**src/rtl/multi_digit_seconds_counter.sv**
```systemverilog
// Cascaded NUM_DIGITS x radix-BASE up/down counter with prescaled tick,
// plus a time-multiplexed 7-segment scan driver with optional leading-zero blanking.
module multi_digit_seconds_counter #(
    parameter int CLK_DIV    = 10_000_000,
    parameter int NUM_DIGITS = 4,
    parameter int BASE       = 10,
    parameter int SCAN_DIV   = 10_000,
    parameter bit BLANK_LZ   = 1'b1
) (
    input  logic                    clk,
    input  logic                    reset,
    input  logic                    en,
    input  logic                    up_dn,
    input  logic                    clear,
    input  logic                    load,
    input  logic [4*NUM_DIGITS-1:0] load_value,
    output logic [4*NUM_DIGITS-1:0] count,
    output logic                    tick,
    output logic                    rollover,
    output logic [6:0]              segments,
    output logic [NUM_DIGITS-1:0]   digit_sel
);
    localparam int PW = (CLK_DIV > 1) ? $clog2(CLK_DIV) : 1;
    localparam int SW = (SCAN_DIV > 1) ? $clog2(SCAN_DIV) : 1;
    localparam int IW = (NUM_DIGITS > 1) ? $clog2(NUM_DIGITS) : 1;
    localparam logic [3:0]    MAX_DIGIT = 4'(BASE - 1);
    localparam logic [PW-1:0] PRE_LAST  = PW'(CLK_DIV - 1);
    localparam logic [SW-1:0] SCAN_LAST = SW'(SCAN_DIV - 1);
    localparam logic [IW-1:0] IDX_LAST  = IW'(NUM_DIGITS - 1);

    logic [PW-1:0]           presc;
    logic [SW-1:0]           scan_cnt;
    logic [IW-1:0]           scan_idx;
    logic                    step;
    logic                    carry;
    logic [3:0]              cur;
    logic [4*NUM_DIGITS-1:0] count_next;
    logic [4*NUM_DIGITS-1:0] load_clamped;
    logic                    zero_above;
    logic [NUM_DIGITS-1:0]   blank;
    logic [NUM_DIGITS-1:0]   sel_next;
    logic [3:0]              scan_digit;
    logic                    scan_blank;

    function automatic logic [6:0] seg7(input logic [3:0] v);
        case (v)
            4'h0: seg7 = 7'h3F;
            4'h1: seg7 = 7'h06;
            4'h2: seg7 = 7'h5B;
            4'h3: seg7 = 7'h4F;
            4'h4: seg7 = 7'h66;
            4'h5: seg7 = 7'h6D;
            4'h6: seg7 = 7'h7D;
            4'h7: seg7 = 7'h07;
            4'h8: seg7 = 7'h7F;
            4'h9: seg7 = 7'h6F;
            4'hA: seg7 = 7'h77;
            4'hB: seg7 = 7'h7C;
            4'hC: seg7 = 7'h39;
            4'hD: seg7 = 7'h5E;
            4'hE: seg7 = 7'h79;
            default: seg7 = 7'h71;
        endcase
    endfunction

    assign step = en && (presc == PRE_LAST);

    // Single-cycle ripple: carry/borrow out of the top digit is the wrap flag.
    always_comb begin
        carry      = 1'b1;
        cur        = 4'd0;
        count_next = count;
        for (int i = 0; i < NUM_DIGITS; i++) begin
            cur = count[4*i +: 4];
            if (carry) begin
                if (up_dn) begin
                    if (cur == MAX_DIGIT) begin
                        count_next[4*i +: 4] = 4'd0;
                    end else begin
                        count_next[4*i +: 4] = cur + 4'd1;
                        carry = 1'b0;
                    end
                end else begin
                    if (cur == 4'd0) begin
                        count_next[4*i +: 4] = MAX_DIGIT;
                    end else begin
                        count_next[4*i +: 4] = cur - 4'd1;
                        carry = 1'b0;
                    end
                end
            end
        end
    end

    always_comb begin
        load_clamped = '0;
        for (int i = 0; i < NUM_DIGITS; i++) begin
            load_clamped[4*i +: 4] = (load_value[4*i +: 4] > MAX_DIGIT) ?
                                     MAX_DIGIT : load_value[4*i +: 4];
        end
    end

    // Digit i>0 blanks when it and every higher digit are zero.
    always_comb begin
        zero_above = 1'b1;
        blank      = '0;
        for (int i = NUM_DIGITS - 1; i > 0; i--) begin
            zero_above = zero_above && (count[4*i +: 4] == 4'd0);
            blank[i]   = BLANK_LZ && zero_above;
        end
    end

    always_comb begin
        scan_digit = 4'd0;
        scan_blank = 1'b0;
        sel_next   = '0;
        for (int i = 0; i < NUM_DIGITS; i++) begin
            if (scan_idx == IW'(i)) begin
                scan_digit  = count[4*i +: 4];
                scan_blank  = blank[i];
                sel_next[i] = 1'b1;
            end
        end
    end

    always_ff @(posedge clk or posedge reset) begin
        if (reset) begin
            presc    <= '0;
            count    <= '0;
            tick     <= 1'b0;
            rollover <= 1'b0;
        end else begin
            tick     <= 1'b0;
            rollover <= 1'b0;
            if (clear) begin
                presc <= '0;
                count <= '0;
            end else begin
                if (en) begin
                    presc <= (presc == PRE_LAST) ? '0 : presc + PW'(1);
                end
                if (load) begin
                    count <= load_clamped;
                end else if (step) begin
                    count    <= count_next;
                    tick     <= 1'b1;
                    rollover <= carry;
                end
            end
        end
    end

    // Scan runs free of en/clear/load; outputs follow the index one cycle later.
    always_ff @(posedge clk or posedge reset) begin
        if (reset) begin
            scan_cnt  <= '0;
            scan_idx  <= '0;
            digit_sel <= NUM_DIGITS'(1);
            segments  <= 7'h00;
        end else begin
            if (scan_cnt == SCAN_LAST) begin
                scan_cnt <= '0;
                scan_idx <= (scan_idx == IDX_LAST) ? '0 : scan_idx + IW'(1);
            end else begin
                scan_cnt <= scan_cnt + SW'(1);
            end
            digit_sel <= sel_next;
            segments  <= scan_blank ? 7'h00 : seg7(scan_digit);
        end
    end
endmodule

```
**config.mk**
```make
export PLATFORM = sky130hd
export DESIGN_NAME = multi_digit_seconds_counter
export DESIGN_NICKNAME = d
export VERILOG_FILES = /design/src/rtl/multi_digit_seconds_counter.sv
export SDC_FILE = /design/constraint.sdc
export NUM_CORES = 1
export LEC_CHECK = 0
export ABC_AREA = 1
export ABC_CLOCK_PERIOD_IN_PS = 5720
export BUFFER_PORTS_ARGS = -buffer_cell sky130_fd_sc_hd__buf_2
export CORE_ASPECT_RATIO = 0.6
export CORE_MARGIN = 2
export CORE_UTILIZATION = 64
export CTS_CLUSTER_DIAMETER = 150
export DETAILED_ROUTE_END_ITERATION = 12
export PLACE_DENSITY = 0.86
export SETUP_SLACK_MARGIN = 0.3
export SLEW_MARGIN = 0
export SYNTH_ARGS = -nofsm -noshare
export SYNTH_HDL_FRONTEND = slang
export SYNTH_SLANG_ARGS = --single-unit
```
**constraint.sdc**
```tcl
create_clock -name clk -period 5.72 [get_ports clk]
set_input_delay 0.572 -clock clk [delete_from_list [all_inputs] [get_ports clk]]
set_output_delay 0.572 -clock clk [all_outputs]
set_load 0.02 [all_outputs]
```
==> summary.txt <==
Timing
  • Slew @ Worst Pin: just under 0.9 ns
  • Final min period: 2.33 ns
  • Final Max Slew Viols: 0
  • Setup_tns: 0 ns
  • Setup WS post-layout: 3.39 ns
  • Max Fclk: between 400 and 500 MHz
  • Final Hold Vio Count: 0
  • Final period util: 0.407
  • Final setup fails: 0
  • RSZ-0062 raised after global routing: false
  • Worst hold slack: 0.465 ns
  • Clock skew: approximately 0.0074 ns
  • Slew Limit Headroom: 0.412

Yosys
  • Syn Nets: around 730
  • Synthesized area: between 0.004 and 0.005 sq mm
  • Post-synth EDFFs: 0
  • Cell variety after synth: 39
  • Share of the synthesized area in the top cell type: 0.355
  • Dominant synthesized flop cell: dfrtp_1
  • Synth Instances: between 600 and 700
  • Post-synthesis sequential area ratio: 0.360
  • Flops & latches, synth: between 60 and 70
  • Synth area leaders: dfrtp_1 (35%), nand2_1 (14%), nand3_1 (7.2%), nor2_1 (6.9%), inv_1 (6.2%)
  • Area leader, netlist: dfrtp_1
  • Synth async-reset ratio: 1.00
  • Syn_area_per_cell: between 6 and 7 sq um
  • YS warnings: 0

GRT
  • Largest net degree at the start of global routing: 70
  • Initial antenna violation count: 0
  • First-pass GRT wire length: approximately 22000 um
  • GRT Residual Overflow: 0
  • Vias in the first global route: approximately 4400
  • Global router's overall resource usage: 0.338

Cells and area
  • Final Non-Filler Cells: between 800 and 900
  • Most frequent cells in the layout: nand2_1 (183), nor2_1 (88), inv_1 (78), nand3_1 (69), dfrtp_1 (68)
  • Cell area after layout: ~0.0054 sq mm
  • Fillers: 578
  • Most common cell after layout, fill and taps aside: nand2_1
  • Nets@finish: ~780
  • Share of cells above drive strength 1: 0.132
  • Fin util: 0.749
  • Diodes inserted: 0
  • Area grow syn2layout: 13.5%

Critical path
  • CP Cell Sequence: inv_1, ha_1, inv_1, nand3_1, nand3_1, a21oi_1, inv_1, ha_1, nand3_1, nand2_1, nand2_1, nand2_1, nor2_1
  • Worst EP arrival: around 2.6 ns
  • Required time of the worst setup path: 5.95 ns
  • Crit path max fanout: 6
  • CP max stage cell: dfrtp_1
  • Worst Setup End Kind: register
  • Crit path largest cell delay: roughly 0.4 ns
  • Crit path buf inv count: 3
  • Critical path type: register to register
  • Crit start category: register
  • Critical path's top delay family: adder cells

Placement
  • PortBufs: 50
  • DP Worst Slack: roughly 3.5 ns
  • Routability cong.: between 0.9 and 1
  • Hpwl dp: about 9700 um
  • Placed insts: 833
  • Placed instance area: just over 0.005 sq mm

Pwr
  • Sw frac: 0.311
  • Flop pwr share: 0.385
  • Max VDD drop: 0.000173 V
  • Comb pwr share: 0.197
  • Clock share of power: 0.419
  • LEAKAGE: ~2.8 nW
  • Sw power: roughly 0.45 mW
  • Overall power: 1.46 mW
  • PwrDens: 268 mW/mm^2
  • Pint: approximately 1.0 mW

Detailed routing
  • DR vias: 4969
  • Initial DRC count: about 640
  • DRC Markers: 0
  • Final ANT Viol Nets: 0
  • Number of vias per cell: approximately 6
  • Wire length on met2: ~5400 um
  • Met3 WL: around 1600 um
  • WL final: about 13000 um
  • Wl on met1: 6000 um
  • DR WL/cell: 15.5 um
  • Initial DRT Pass Iterations: 7
  • Top layer in use: met4

Floorplan
  • Die W: 116 um
  • Row count: 24
  • Initial Util: 0.660
  • Die span in y: 71.1 um
  • Io pins: just over 50
  • Core area: approximately 0.0073 sq mm
  • Die area: between 0.008 and 0.009 sq mm

Flow run
  • Max-cap violation count: 0

Clock tree
  • Post-CTS Hold Fix Bufs: 0
  • Worst skew pair latency: approximately 0.34 ns
  • CTS tree: built
  • H-tree Lvls: 3
  • CTS max path bufs: 2
  • CTS Root Cell: clkbuf_16
  • # resized after CTS: 0
  • Sink Count: 69
  • CTS Buf Count: 9
  • Clock slew at reported path FFs: ~0.060 ns
  • Postcts setup bufs: 0

Hold path
  • Hold Crit Class: register to register

Run status
  • Status: complete, no violations
## sequential cells by signal (all words and copies together), names as in the netlist
register / count
scan_cnt: 14
segments: 7
presc: 24
count: 16
digit_sel: 4
scan_idx: 2
tick: 1
rollover: 1
## power by group through the flow
stage,combinational (mW),clock (mW),sequential [mW]
2_1_floorplan,0.181,0,0.582
4_1_cts,0.282,0.614,0.560
5_1_grt,0.320,0.638,0.567
3_3_place_gp,0.273,0,0.566
6_report,0.287,0.611,0.561
3_5_place_dp,0.281,0,0.568
## worst register-to-register path, cell delays in order (launching register included)
cell     delay (ns)
dfrtp_1        0.41
inv_1          0.11
ha_1           0.23
inv_1          0.13
nand3_1        0.09
nand3_1        0.07
a21oi_1        0.35
inv_1          0.18
ha_1           0.33
nand3_1        0.09
nand2_1        0.08
nand2_1        0.05
nand2_1        0.07
nor2_1         0.04
## layout make-up
type | instances | area, sq um | share of cell area
multi-input cells | 524 | 2680 | 0.493
flip-flops and latches | 69 | 1730 | 0.317
inverters | 85 | 322 | 0.0591
repair buffers | 51 | 258 | 0.0473
clock buffers | 10 | 239 | 0.0439
well taps | 104 | 130 | 0.0239
clock inverters | 6 | 86.3 | 0.0159
## metal layers
layer,vias to the layer above,GRT usage
met5,-,0
met4,0,0.0794
met3,16,0.109
met2,314,0.455
met1,2303,0.526
li1,2336,-
## synthesized netlist by cell type (2+ instances only)
library cell	instances
nor3_1	14
nand3b_1	3
clkinv_2	2
dfrtp_1	68
buf_2	7
nand3_1	69
nand2_4	2
o211ai_1	4
o21ai_1	4
nor2_2	3
nor2_1	88
xnor2_1	7
o21ai_2	5
xor2_1	12
ha_1	21
nand4_1	21
o21ai_0	36
a21oi_1	31
nand2_2	5
inv_1	79
inv_2	4
nand2_1	183
clkbuf_1	5
nor2_4	3
## cells by family after synthesis
logic type | after synthesis | synth area share
adders and majority gates | 21 | 0.0548
buffers and inverters | 98 | 0.0806
DFF | 69 | 0.360
xor gates and xnor gates | 19 | 0.0347
and+or+nand+nor | 398 | 0.371
AOI/OAI and AO/OA | 86 | 0.0986
## final timing paths
path / from / to / slack [ns] / cells after the start
min in group asynchronous: reset / presc[18]$_DFFE_PP0P_ / 0.49 / 3
max in group asynchronous: reset / count[6]$_DFFE_PP0P_ / 4.65 / 3
worst max-delay path: scan_idx[1]$_DFFE_PP0N_ / segments[3]$_DFF_PP0_ / 3.39 / 13
worst max register to register: scan_idx[1]$_DFFE_PP0N_ / segments[3]$_DFF_PP0_ / 3.39 / 13
worst min-delay path: scan_cnt[0]$_DFF_PP0_ / scan_cnt[0]$_DFF_PP0_ / 0.47 / 1
worst min register to register: scan_cnt[0]$_DFF_PP0_ / scan_cnt[0]$_DFF_PP0_ / 0.47 / 1
No activity file was read; power rests on OpenSTA's default activity.
